**src/rtl/bus_pkg.sv**
```systemverilog
// Shared definitions for the 32-source datapath bus: source count, select
// width, default hold limit and the arbiter state encoding. The bus source
// mux imports SEL_W from here so select and mux always agree on width.
package bus_pkg;

  localparam int NUM_SRC      = 32;
  localparam int SEL_W        = 5;
  localparam int DEF_MAX_HOLD = 15;

  typedef enum logic {
    IDLE  = 1'b0,
    GRANT = 1'b1
  } arb_state_e;

endpackage

```
**src/rtl/rr_priority_pick.sv**
```systemverilog
// Combinational round-robin pick: the winner is the first set request bit
// found searching upward from ptr+1, wrapping 31 -> 0. The request vector is
// rotated so that source ptr+1 lands on bit 0, a find-first-set runs on the
// rotated vector, and the offset is added back modulo NUM_SRC.
module rr_priority_pick
  import bus_pkg::*;
(
  input  logic [NUM_SRC-1:0] req,
  input  logic [SEL_W-1:0]   ptr,
  output logic [SEL_W-1:0]   winner,
  output logic               any
);

  logic [SEL_W:0]       shift;
  logic [NUM_SRC-1:0]   rotated;
  logic [SEL_W-1:0]     first_idx;

  // Rotate, find lowest set bit, then undo the rotation in SEL_W-bit arithmetic
  always_comb begin
    shift     = (SEL_W+1)'(ptr) + (SEL_W+1)'(1);
    rotated   = (req >> shift) | (req << ((SEL_W+1)'(NUM_SRC) - shift));
    any       = |req;
    first_idx = '0;
    for (int i = NUM_SRC - 1; i >= 0; i--) begin
      if (rotated[i]) begin
        first_idx = SEL_W'(i);
      end
    end
    winner = first_idx + ptr + SEL_W'(1);
  end

endmodule

```
**src/rtl/bus_arbiter_rr.sv**
```systemverilog
// Round-robin bus arbiter. Turns the per-source requests into a registered
// mux select, a one-hot grant and a bus-valid flag. An owner keeps the bus
// until it releases, drops its request or reaches MAX_HOLD cycles; every
// grant is followed by one idle turnaround cycle. A forced (timeout) exit
// raises a sticky error flag and records the offending source.
// The release input is named bus_release because "release" is a reserved
// word in SystemVerilog.
module bus_arbiter_rr
  import bus_pkg::*;
#(
  parameter int MAX_HOLD = DEF_MAX_HOLD
) (
  input  logic               clock,
  input  logic               clear_n,
  input  logic [NUM_SRC-1:0] req,
  input  logic               bus_release,
  input  logic               err_clear,
  output logic [SEL_W-1:0]   select,
  output logic [NUM_SRC-1:0] grant,
  output logic               bus_valid,
  output logic               timeout_err,
  output logic [SEL_W-1:0]   timeout_src
);

  localparam int                HOLD_W   = $clog2(MAX_HOLD + 1);
  localparam logic [HOLD_W-1:0] HOLD_MAX = HOLD_W'(MAX_HOLD);

  arb_state_e          state_q, state_d;
  logic [SEL_W-1:0]    ptr_q, ptr_d;
  logic [HOLD_W-1:0]   hold_q, hold_d;
  logic [SEL_W-1:0]    select_q, select_d;
  logic [NUM_SRC-1:0]  grant_q, grant_d;
  logic                bus_valid_q, bus_valid_d;
  logic                timeout_err_q, timeout_err_d;
  logic [SEL_W-1:0]    timeout_src_q, timeout_src_d;

  logic [SEL_W-1:0]    pick_winner;
  logic                pick_any;
  logic                exit_normal;
  logic                hold_at_max;

  rr_priority_pick u_pick (
    .req    (req),
    .ptr    (ptr_q),
    .winner (pick_winner),
    .any    (pick_any)
  );

  assign exit_normal = bus_release || !req[select_q];
  assign hold_at_max = (hold_q == HOLD_MAX);

  // Next-state: arbitrate in IDLE, hold and watch the exit conditions in GRANT
  always_comb begin
    state_d       = state_q;
    ptr_d         = ptr_q;
    hold_d        = hold_q;
    select_d      = select_q;
    grant_d       = grant_q;
    bus_valid_d   = bus_valid_q;
    timeout_err_d = err_clear ? 1'b0 : timeout_err_q;
    timeout_src_d = timeout_src_q;

    case (state_q)
      IDLE: begin
        if (pick_any) begin
          state_d     = GRANT;
          select_d    = pick_winner;
          grant_d     = {{(NUM_SRC-1){1'b0}}, 1'b1} << pick_winner;
          bus_valid_d = 1'b1;
          hold_d      = HOLD_W'(1);
        end
      end
      GRANT: begin
        if (exit_normal || hold_at_max) begin
          state_d     = IDLE;
          ptr_d       = select_q;
          grant_d     = '0;
          bus_valid_d = 1'b0;
          hold_d      = '0;
          if (!exit_normal) begin
            timeout_err_d = 1'b1;
            timeout_src_d = select_q;
          end
        end else begin
          hold_d = hold_q + HOLD_W'(1);
        end
      end
      default: begin
        state_d = IDLE;
      end
    endcase
  end

  // State and output registers; reset restarts priority at source 0
  always_ff @(posedge clock or negedge clear_n) begin
    if (!clear_n) begin
      state_q       <= IDLE;
      ptr_q         <= SEL_W'(NUM_SRC - 1);
      hold_q        <= '0;
      select_q      <= '0;
      grant_q       <= '0;
      bus_valid_q   <= 1'b0;
      timeout_err_q <= 1'b0;
      timeout_src_q <= '0;
    end else begin
      state_q       <= state_d;
      ptr_q         <= ptr_d;
      hold_q        <= hold_d;
      select_q      <= select_d;
      grant_q       <= grant_d;
      bus_valid_q   <= bus_valid_d;
      timeout_err_q <= timeout_err_d;
      timeout_src_q <= timeout_src_d;
    end
  end

  assign select      = select_q;
  assign grant       = grant_q;
  assign bus_valid   = bus_valid_q;
  assign timeout_err = timeout_err_q;
  assign timeout_src = timeout_src_q;

endmodule

```
**config.mk**
```make
export PLATFORM = sky130hd
export DESIGN_NAME = bus_arbiter_rr
export DESIGN_NICKNAME = d
export VERILOG_FILES = /design/src/rtl/bus_pkg.sv /design/src/rtl/rr_priority_pick.sv /design/src/rtl/bus_arbiter_rr.sv
export SDC_FILE = /design/constraint.sdc
export NUM_CORES = 1
export LEC_CHECK = 0
export CORE_MARGIN = 5
export CORE_UTILIZATION = 53
export CTS_CLUSTER_SIZE = 40
export DETAILED_ROUTE_END_ITERATION = 8
export PLACE_DENSITY_LB_ADDON = 0.25
export SLEW_MARGIN = 20
export SYNTH_ARGS = -nofsm -noshare
export SYNTH_HDL_FRONTEND = slang
export SYNTH_SLANG_ARGS = --single-unit
```
**constraint.sdc**
```tcl
create_clock -name clock -period 5.2 [get_ports clock]
set_input_delay 0.78 -clock clock [delete_from_list [all_inputs] [get_ports clock]]
set_output_delay 0.78 -clock clock [all_outputs]
set_load 0.1 [all_outputs]
```
==> summary.md <==
| Metric | Value |
|---|---|
| CTS buffer count | 5 |
| Worst-path fanout max | 8 |
| Hold Crit Class | primary input to async pin |
| Post-Syn Area | 0.00697 mm^2 |
| CTS tree | built |
| P&R area growth vs syn | 31.0% |
| Fmax | 0.196 GHz |
| Status | finished, final reports clean |
| Initial DRC count | 1,147 |
| Ports | 80 |
| Total GRT Usage | 0.326 |
| Clock Skew | 0.00756 ns |
| Residual DRC | 0 |
| Worst-Margin Slew | 0.995 ns |
| Number of synthesized flops with an enable pin | 0 |
| Post-synth top cells | mux4_2 (82), dfrtp_1 (49), nor2_1 (48) |
| Async SR Flop Fraction | 1.00 |
| Mean post-synth cell area | 10.5 um^2 |
| Clock Tree Root | clkbuf_16 |
| Ys flop type | dfrtp_1 |
| Max-slew headroom | 0.334 |
| Pins Over Slew Limit | 0 |
| Die Ht | 125 um |
| Routed Antenna Nets | 0 |
| Pre-CTS setup slack | -0.589 ns |
| DRT Wirelength | 26,000 um |
| Startpoint Class | primary input |
| CP Capture Type | flip-flop |
| Setup ws final | 0.0888 ns |
| Drt wl/cell | 26.0 um |
| Clock sink count | 54 |
| CP Class | primary input to flip-flop |
| GR peak layer | met2 |
| Final setup vio count | 0 |
| Port bufs | 79 |
| Met3 GRT Util | 0.0622 |
| Largest net degree at the start of global routing | 45 |
| Layout cell share with drive strength beyond 1 | 0.389 |
| Total grt overflow | 0 |
| Most frequent cell after synthesis | mux4_2 |
| Global-route wire length before repair | 40,500 um |
| CTS Buffer Depth | 2 |
| Clk pin slew, worst setup/hold paths | 0.07 ns |
| Flops & latches, synth | 54 |
| Vias per cell | 7.21 |
| Synthesis Warnings | 0 |
| CTS hold repair buffers | 0 |
| Tcrit/Tclk final | 0.983 |
| Routed via count | 7,205 |
| H-tree lvl count | 2 |
| RD Place Congestion | 0.979 |
| Synth cell types | 72 |
| HPWL Detailed | 19,800 um |
| Met2 Usage GRT | 0.519 |
| Max Cap Violations | 0 |
| Vias in the first global route | 7,216 |
| Largest area contributor in the netlist | mux4_2 |
| Skew-Pair Late Insertion Delay | 0.30 ns |
| # diodes | 0 |
| Initial antenna violation count | 0 |
| Top cell type's share of synthesized area | 0.265 |
| Reg2Reg Setup Slack | 0.15 ns |
| Seq/Total Area, Yosys | 0.195 |
| Mapped Nets | 708 |
| Hold Fails Final Rpt | 0 |
| Core Area | 0.0128 mm^2 |
| Fin crit period | 5.11 ns |
| Synth area leaders | mux4_2 (27%), dfrtp_1 (18%), mux2_2 (6.8%) |
| Mapped Cells | 666 |
| Data arrival, critical path | 5.30 ns |
| CP required | 5.38 ns |
| Die Width | 125 um |
| Fin nets | 870 |
| Total iterations of the first detailed-routing run | 7 |
| Row cnt | 41 |
| Global Route met1 Usage | 0.442 |
| Die ar. | 0.0155 mm^2 |
| Initial Util | 0.545 |
[state kept, by name (all words and copies together) (netlist names)]
signal	flops
state_q	1
timeout_err	1
select	5
timeout_src	5
ptr_q	5
grant	32
hold_q	4
bus_valid	1
[stage by stage]
stage / instance area, um^2 / util / hold slack [ns] / instances / TNS (ns)
after floorplan: 6970 / - / 0.452 / 666 / 0
after global placement: 8820 / 0.690 / 0.461 / 991 / -8.03
after detailed placement: 8840 / 0.692 / 0.480 / 992 / -11.05
after CTS: 9010 / 0.705 / 0.454 / 999 / 0
after global routing: 9130 / 0.714 / 0.493 / 1000 / -0.232
final: 9130 / 0.714 / 0.442 / 1000 / 0
[path summary, 6_finish.rpt]
check | from | end | depth (start not counted)
setup / recovery | req[13] | grant[5] | 18
setup reg to reg | ptr_q[0] | grant[10] | 20
min in group clock | grant[22] | grant[22] | 1
max in group asynchronous | clear_n | ptr_q[2] | 2
hold / removal | clear_n | grant[26] | 1
hold reg to reg | grant[22] | grant[22] | 1
[cell usage in the layout (no fill, tap or decap), types with 5 or more instances in the layout]
cell | netlist | final
mux2i_1 | 47 | 42
a22o_1 | 7 | 7
dfrtp_1 | 49 | 49
mux2_2 | 42 | 42
a32o_1 | 35 | 35
mux2_1 | 8 | 8
nor4_1 | 10 | 10
nor2_1 | 48 | 48
o22a_1 | 6 | 6
nand2_1 | 45 | 45
nor3_1 | 8 | 7
buf_4 | 5 | 144
clkbuf_16 | 0 | 5
inv_1 | 6 | 6
clkdlybuf4s50_1 | 0 | 75
or2_2 | 5 | 5
a211oi_1 | 5 | 5
mux4_2 | 82 | 82
a21oi_1 | 12 | 10
o21ai_0 | 18 | 17
and2_1 | 10 | 9
buf_12 | 0 | 9
mux2i_2 | 0 | 5
o22ai_1 | 13 | 13
o221ai_1 | 7 | 6
nand3_1 | 8 | 8
a22oi_1 | 13 | 13
nor2b_1 | 11 | 11
nand2b_1 | 17 | 17
[metal layers]
layer | share of wire | wire [um]
met3 | 0.11 | 2810
met1 | 0.38 | 9820
met5 | 0 | 0
met2 | 0.48 | 12500
met4 | 0.036 | 941
[cells by family after synthesis]
| kind of cell | share of synthesized area |
|---|---|
| flip-flops | 0.195 |
| multiplexers | 0.413 |
| AO/OA/AOI/OAI | 0.180 |
| AND/OR/NAND/NOR | 0.130 |
| buffers and inverters | 0.0582 |
| adder cells (fa/ha/maj) | 0.0119 |
| XOR/XNOR | 0.0117 |
[cell type report]
class                   count  area, um^2
multi-input cells         527        5300
fillers                   950        3650
repair buffers            232        2050
flip-flops and latches     54        1370
well taps                 172         215
clock buffers               5         125
clock inverters             2        38.8
inverters                   8        30.0
[what timing repair did]
| item | in CTS | in global routing |
|---|---|---|
| endpoints found under the setup margin | 16 | 32 |
| pin swaps | 0 | 1 |
| buffers inserted | 0 | 1 |
| resized for setup | 2 | 23 |
| endpoints found under the hold margin | 0 | 0 |
[worst max-delay path, stage by stage]
cell and delay [ns]:
clkdlybuf4s50_1 0.63, buf_4 0.27, mux4_2 0.49, mux2i_1 0.38, nor2_1 0.14, o41ai_2 0.39
o2111ai_1 0.22, a211oi_1 0.33, ha_1 0.28, nor2b_1 0.13, o21ai_0 0.14, nand2b_1 0.11
xnor2_1 0.15, buf_4 0.16, buf_4 0.15, nor2b_1 0.12, buf_4 0.17, a32o_1 0.26
Power is left out: the tool's default activity adds up to more than one toggle a clock period on the data nets, which glitch-free logic cannot reach.
==> patch 1 (config.mk and constraints unchanged) <==
The package constant `SEL_W` goes from 5 to 6.
--- a/src/rtl/bus_pkg.sv
+++ b/src/rtl/bus_pkg.sv
@@ -4,7 +4,7 @@
 package bus_pkg;
 
   localparam int NUM_SRC      = 32;
-  localparam int SEL_W        = 5;
+  localparam int SEL_W        = 6;
   localparam int DEF_MAX_HOLD = 15;
 
   typedef enum logic {
Interface: changed (resized select and timeout_src); port bits go from 80 to 82. The function was not compared with the original's and may differ.
==> patch 1 against the unedited design <==
- setup slack worse by 0.016 ns
- final area is 12% lower
- routed wire length shrank 18%
- sequential cell count rose by 3
- maximum frequency decreased by 0.31%
- via count down 14%
- sequential share of layout area is 3.0 points higher
- worst hold slack gained 0.039 ns
- clock skew is 0.0013 ns lower
- synthesized area shrank 15%
- critical endpoint is now grant[20]$_DFFE_PN0P_
- highest routed layer unchanged
Power is left out: the tool's default activity adds up to more than one toggle a clock period on the data nets, which glitch-free logic cannot reach.
==> patch 1: results (changes against the unedited design) <==
run_status:
  status: "finished, final reports clean"
detailed_routing:
  wirelength_um: 21300  # -18%
  dr_total_vias: 6179  # -14%
  drt_iter0_drc: 831  # -28%
  wl_per_cell_um: 23.4  # -10%
  drt-pass1-iter-count: 5  # -2
global_routing:
  grt_pass1_vias: 6064  # -16%
  grt_pass1_wl_um: 32900  # -19%
  grt_usage_pct: 31.7  # -0.86 points
  antenna_found_initial: 0  # unchanged
  grt_max_degree: 58  # +29%
yosys:
  ys_seq_area_share_pct: 24.2  # +4.7 points
  synth_common_cells: "63 x nand2_1, 53 x mux4_2, 52 x dfrtp_1, 36 x nor2_1, 31 x mux2_2"
  synth.area.top_cells: "dfrtp_1 22%, mux4_2 20%, mux2_2 5.9%, nand2_1 4.0%, mux2i_1 3.2%"
  syn_nets: 635  # -10%
  syn_avg_cell_area_um2: 9.99  # -4.5%
  synth_ff_type: "dfrtp_1"
  ys_types: 80  # +11%
  ys_warn_count: 0  # unchanged
  async_reset_ff_share_pct: 100  # unchanged
placement:
  hpwl_um: 16200  # -18%
  place_congestion: 1.04  # +6.0%
  post-place-ws_ns: -0.414  # +0.175 ns
  numPlacedInstances: 890  # -10%
  place_area_um2: 7590  # -14%
  place.port_buffers: 81  # +2.5%
layout:
  layout.nets: 808  # -7.1%
  nFillCells: 788  # -17%
  diodes: 0  # unchanged
  largest_reg_flops: 32  # unchanged
  drive_above_1_share_pct: 36.2  # -2.7 points
clock_tree:
  clock_latency_ns: 0.34  # +0.04 ns
  ctsResizeCount: 1  # -1
  cts_buffer_depth: 2  # unchanged
  post_cts.repair.setup_buffers: 0  # unchanged
  numCtsBuffers: 9  # +4
  cts_max_level: 3  # +1
  clkSlewWorstSetupHoldPaths_ns: 0.07  # about the same
  root_buffer: "clkbuf_8"
worst_hold_path:
  worstHoldPathCells: 1
  worstHoldEndpoint: "hold_q[3]$_DFFE_PN0P_"
  min_from: "hold_q[3]$_DFFE_PN0P_"
  hold_path.class: "flop to flop"
worst_setup_path:
  regToRegEndpoint: "grant[20]$_DFFE_PN0P_"
  cp.arrival_ns: 5.36  # +0.06 ns
  r2r_setup_slack_ns: 0.17  # +0.02 ns
  reg2regPathDepth: 18  # -10%
  cp_max_fo: 4  # -4
  r2r-start: "ptr_q[1]$_DFFE_PN1P_"
timing:
  fin_skew_ns: 0.00627  # -0.00128 ns
  holdWs_ns: 0.481  # +0.0391 ns
  worstMarginPinSlew_ns: 1.01  # +0.0180 ns
  worst_slack_ns: 0.0728  # -0.0160 ns
patch 1: cell type report:
type	count	area (µm²)	share of cell area (%)
repair buffers	206	1820	22.7
clock buffers	12	155	1.94
inverters	13	48.8	0.609
multi-input cells	478	4330	54.0
flip-flops and latches	57	1440	17.9
well taps	140	175	2.19
clock inverters	4	51.3	0.641
patch 1: critical path, stage by stage:
cell and delay, ns:
clkdlybuf4s50_1 0.50, mux4_1 0.59, mux2_4 0.35, a221oi_4 0.25
and3_1 0.21, a31oi_1 0.07, a221o_1 0.41, a221oi_2 0.23
o21ai_1 0.10, ha_1 0.22, fa_1 0.44, inv_1 0.08
a21o_1 0.11, a21oi_1 0.07, xnor2_1 0.25, nand4_1 0.21
buf_4 0.20, o31ai_2 0.27
patch 1: how the worst max path moves through the flow:
stage	start	depth (start not counted)	endpoint
2_1_floorplan	ptr_q[2]$_DFFE_PN1P_	19	grant[4]$_DFFE_PN0P_
3_3_place_gp	req[23]	17	grant[12]$_DFFE_PN0P_
3_5_place_dp	req[23]	16	grant[20]$_DFFE_PN0P_
4_1_cts	req[10]	21	grant[2]$_DFFE_PN0P_
5_1_grt	req[28]	18	grant[20]$_DFFE_PN0P_
6_report	req[28]	18	grant[20]$_DFFE_PN0P_
patch 1: routing by layer:
metal	wire [µm]	track usage (%)	part of all wire [%]
met5	0	0	0
met4	673	11.1	3.2
met2	10100	49.8	47
met3	1830	7.00	8.6
met1	8690	43.7	41
patch 1: cell families (layout without fill, tap and decap cells):
family,after synthesis,after routing,share of synthesized area (%)
DFF,57,57,24.2
AOI/OAI and AO/OA,157,157,20.2
muxes,108,108,31.3
and+or+nand+nor,202,202,17.3
buffers and inverters,57,235,4.84
xor gates and xnor gates,4,4,0.592
adders and majority gates,7,7,1.61
==> patch 2 (same settings) <==
Made on the original files. `hold_q` and `timeout_src_q` no longer have a reset.
--- a/src/rtl/bus_arbiter_rr.sv
+++ b/src/rtl/bus_arbiter_rr.sv
@@ -96,22 +96,23 @@
     if (!clear_n) begin
       state_q       <= IDLE;
       ptr_q         <= SEL_W'(NUM_SRC - 1);
-      hold_q        <= '0;
       select_q      <= '0;
       grant_q       <= '0;
       bus_valid_q   <= 1'b0;
       timeout_err_q <= 1'b0;
-      timeout_src_q <= '0;
     end else begin
       state_q       <= state_d;
       ptr_q         <= ptr_d;
-      hold_q        <= hold_d;
       select_q      <= select_d;
       grant_q       <= grant_d;
       bus_valid_q   <= bus_valid_d;
       timeout_err_q <= timeout_err_d;
-      timeout_src_q <= timeout_src_d;
     end
+  end
+
+  always_ff @(posedge clock) begin
+    hold_q        <= hold_d;
+    timeout_src_q <= timeout_src_d;
   end
 
   assign select      = select_q;
Function: no difference found for any inputs over 4 cycles, from zero or initial values; that may be too few to reach the edited logic, so the function may still have changed.
==> patch 2 against the unedited design <==
- first-iteration DRC count decreased by 67%
- setup slack improved by 0.072 ns
- final area decreased by 28%
- synthesized area decreased by 26%
- routed wire length decreased by 45%
- via count decreased by 38%
- count of clock-buffer cells in the layout increased by 1
- sequential cell count unchanged
- global-route usage decreased by 7.6 points
- worst hold slack got worse by 0.098 ns
Power is left out: the tool's default activity adds up to more than one toggle a clock period on the data nets, which glitch-free logic cannot reach.
==> patch 2: results (changes against the unedited design) <==
worst_hold_path:
  hold_path.class: "input pin to async pin"
yosys:
  ys_types: 59  # -18%
  synth_ff_type: "dfrtp_1"
  synth.area.top_cells: "mux4_2 30%, dfrtp_1 19%, edfxtp_1 5.2%, mux2i_1 4.9%, nand2_1 4.8%"
  ys_warn_count: 0  # unchanged
  synth_common_cells: "68 x mux4_2, 66 x nand2_1, 40 x dfrtp_1, 25 x mux2i_1, 23 x o21ai_0"
  synth_edf_count: 9  # +9
  async_reset_ff_share_pct: 83.3  # -17 points
  syn_nets: 490  # -31%
  ys_seq_area_share_pct: 27.2  # +7.7 points
detailed_routing:
  wirelength_um: 14200  # -45%
  viasPerCell: 6.46  # -10%
  drt_iter0_drc: 384  # -67%
  drt-pass1-iter-count: 5  # -2
worst_setup_path:
  cp_max_fo: 9  # +1
  r2r-start: "ptr_q[0]$_DFFE_PN1P_"
  critPathLaunch: "req[27]"
  cp.arrival_ns: 5.20  # -0.10 ns
global_routing:
  grt_usage_pct: 25.0  # -7.6 points
  antenna_found_initial: 0  # unchanged
  grt_pass1_wl_um: 23100  # -43%
  grt_max_degree: 46  # +2.2%
  grt_pass1_vias: 4511  # -37%
layout:
  layout.nets: 597  # -31%
  diodes: 0  # unchanged
  largest_reg_flops: 32  # unchanged
  drive_above_1_share_pct: 33.5  # -5.4 points
clock_tree:
  clkSlewWorstSetupHoldPaths_ns: 0.10  # +0.03 ns
  cts_buffer_depth: 2  # unchanged
  clock_latency_ns: 0.31
  numCtsBuffers: 5  # unchanged
  root_buffer: "clkbuf_8"
  cts_max_level: 2  # unchanged
timing:
  fin_skew_ns: 0.00634  # -0.00122 ns
  worstMarginPinSlew_ns: 0.994  # -0.00146 ns
placement:
  place_congestion: 0.919  # -6.1%
  hpwl_um: 11100  # -44%
  place_area_um2: 6350  # -28%
  post-place-ws_ns: -0.148  # +0.441 ns
  place.port_buffers: 79  # unchanged
run_status:
  status: "finished, final reports clean"
-- patch 2: changes by cell type in the layout (fill, tap and decap cells not counted), moves of 13 or more --
cell,unedited run,this run
mux2_2,42,22
a22oi_1,13,0
mux2i_1,42,24
nor2_1,48,19
nand2_1,45,66
a32o_1,35,0
buf_4,144,45
-- patch 2: layout make-up --
class | count | area [µm²]
repair buffers | 130 | 1240
clock buffers | 6 | 72.6
multi-input cells | 355 | 3590
flip-flops and latches | 54 | 1410
clock inverters | 2 | 13.8
well taps | 133 | 166
inverters | 9 | 33.8
fillers | 774 | 3110
-- patch 2: worst max-delay path: stages --
cell and delay (ns):
clkdlybuf4s50_1 0.49, buf_4 0.18, mux4_2 0.52, mux2_2 0.32
or2_0 0.23, mux4_2 0.50, nor2b_1 0.14, o31ai_1 0.08
a311o_1 0.36, a21boi_0 0.23, ha_1 0.33, a21o_1 0.19
a21oi_2 0.18, xnor2_2 0.18, xor2_2 0.18, buf_4 0.20
o21ai_0 0.10
-- patch 2: final timing paths --
path                                              end  slack (ns)  cells past startpoint
worst min-delay path            grant[30]$_DFFE_PN0P_        0.34                      1
worst max-delay path            select[4]$_DFFE_PN0P_        0.16                     17
min in group clock              grant[15]$_DFFE_PN0P_        0.48                      2
worst min register to register  grant[15]$_DFFE_PN0P_        0.48                      2
worst max register to register  select[4]$_DFFE_PN0P_        0.25                     18
max in group asynchronous        ptr_q[2]$_DFFE_PN1P_        4.31                      2
-- patch 2: cells by family (layout without fill, tap and decap cells) --
| group | after synthesis | count (layout) | synth area share, % |
|---|---|---|---|
| and+or+nand+nor | 140 | 140 | 13.0 |
| AOI/OAI and AO/OA | 80 | 80 | 10.3 |
| buffers and inverters | 39 | 147 | 3.69 |
| adders and majority gates | 6 | 6 | 1.60 |
| muxes | 122 | 122 | 42.9 |
| xor gates and xnor gates | 7 | 7 | 1.33 |
| DFF | 54 | 54 | 27.2 |
-- patch 2: routing by layer --
metal	vias up	wire length (µm)	part of all wire [%]	track usage (%)
met5	-	0	0	0
met4	0	166	1.2	5.59
met3	16	1060	7.5	4.26
met2	197	7030	50	40.5
met1	2255	5950	42	35.5
li1	1986	-	-	-
-- patch 2: metrics by stage --
stage | hold WS (ns) | cells
2_1_floorplan | 0.484 | 448
3_3_place_gp | 0.462 | 676
3_5_place_dp | 0.470 | 676
4_1_cts | 0.491 | 684
5_1_grt | 0.358 | 689
6_report | 0.344 | 689
-- patch 2: timing repair --
action / CTS / global route
buffers inserted: 0 / 4
endpoints found under the hold margin: 0 / 0
resized for setup: 0 / 21
setup endpoints to repair: 0 / 33
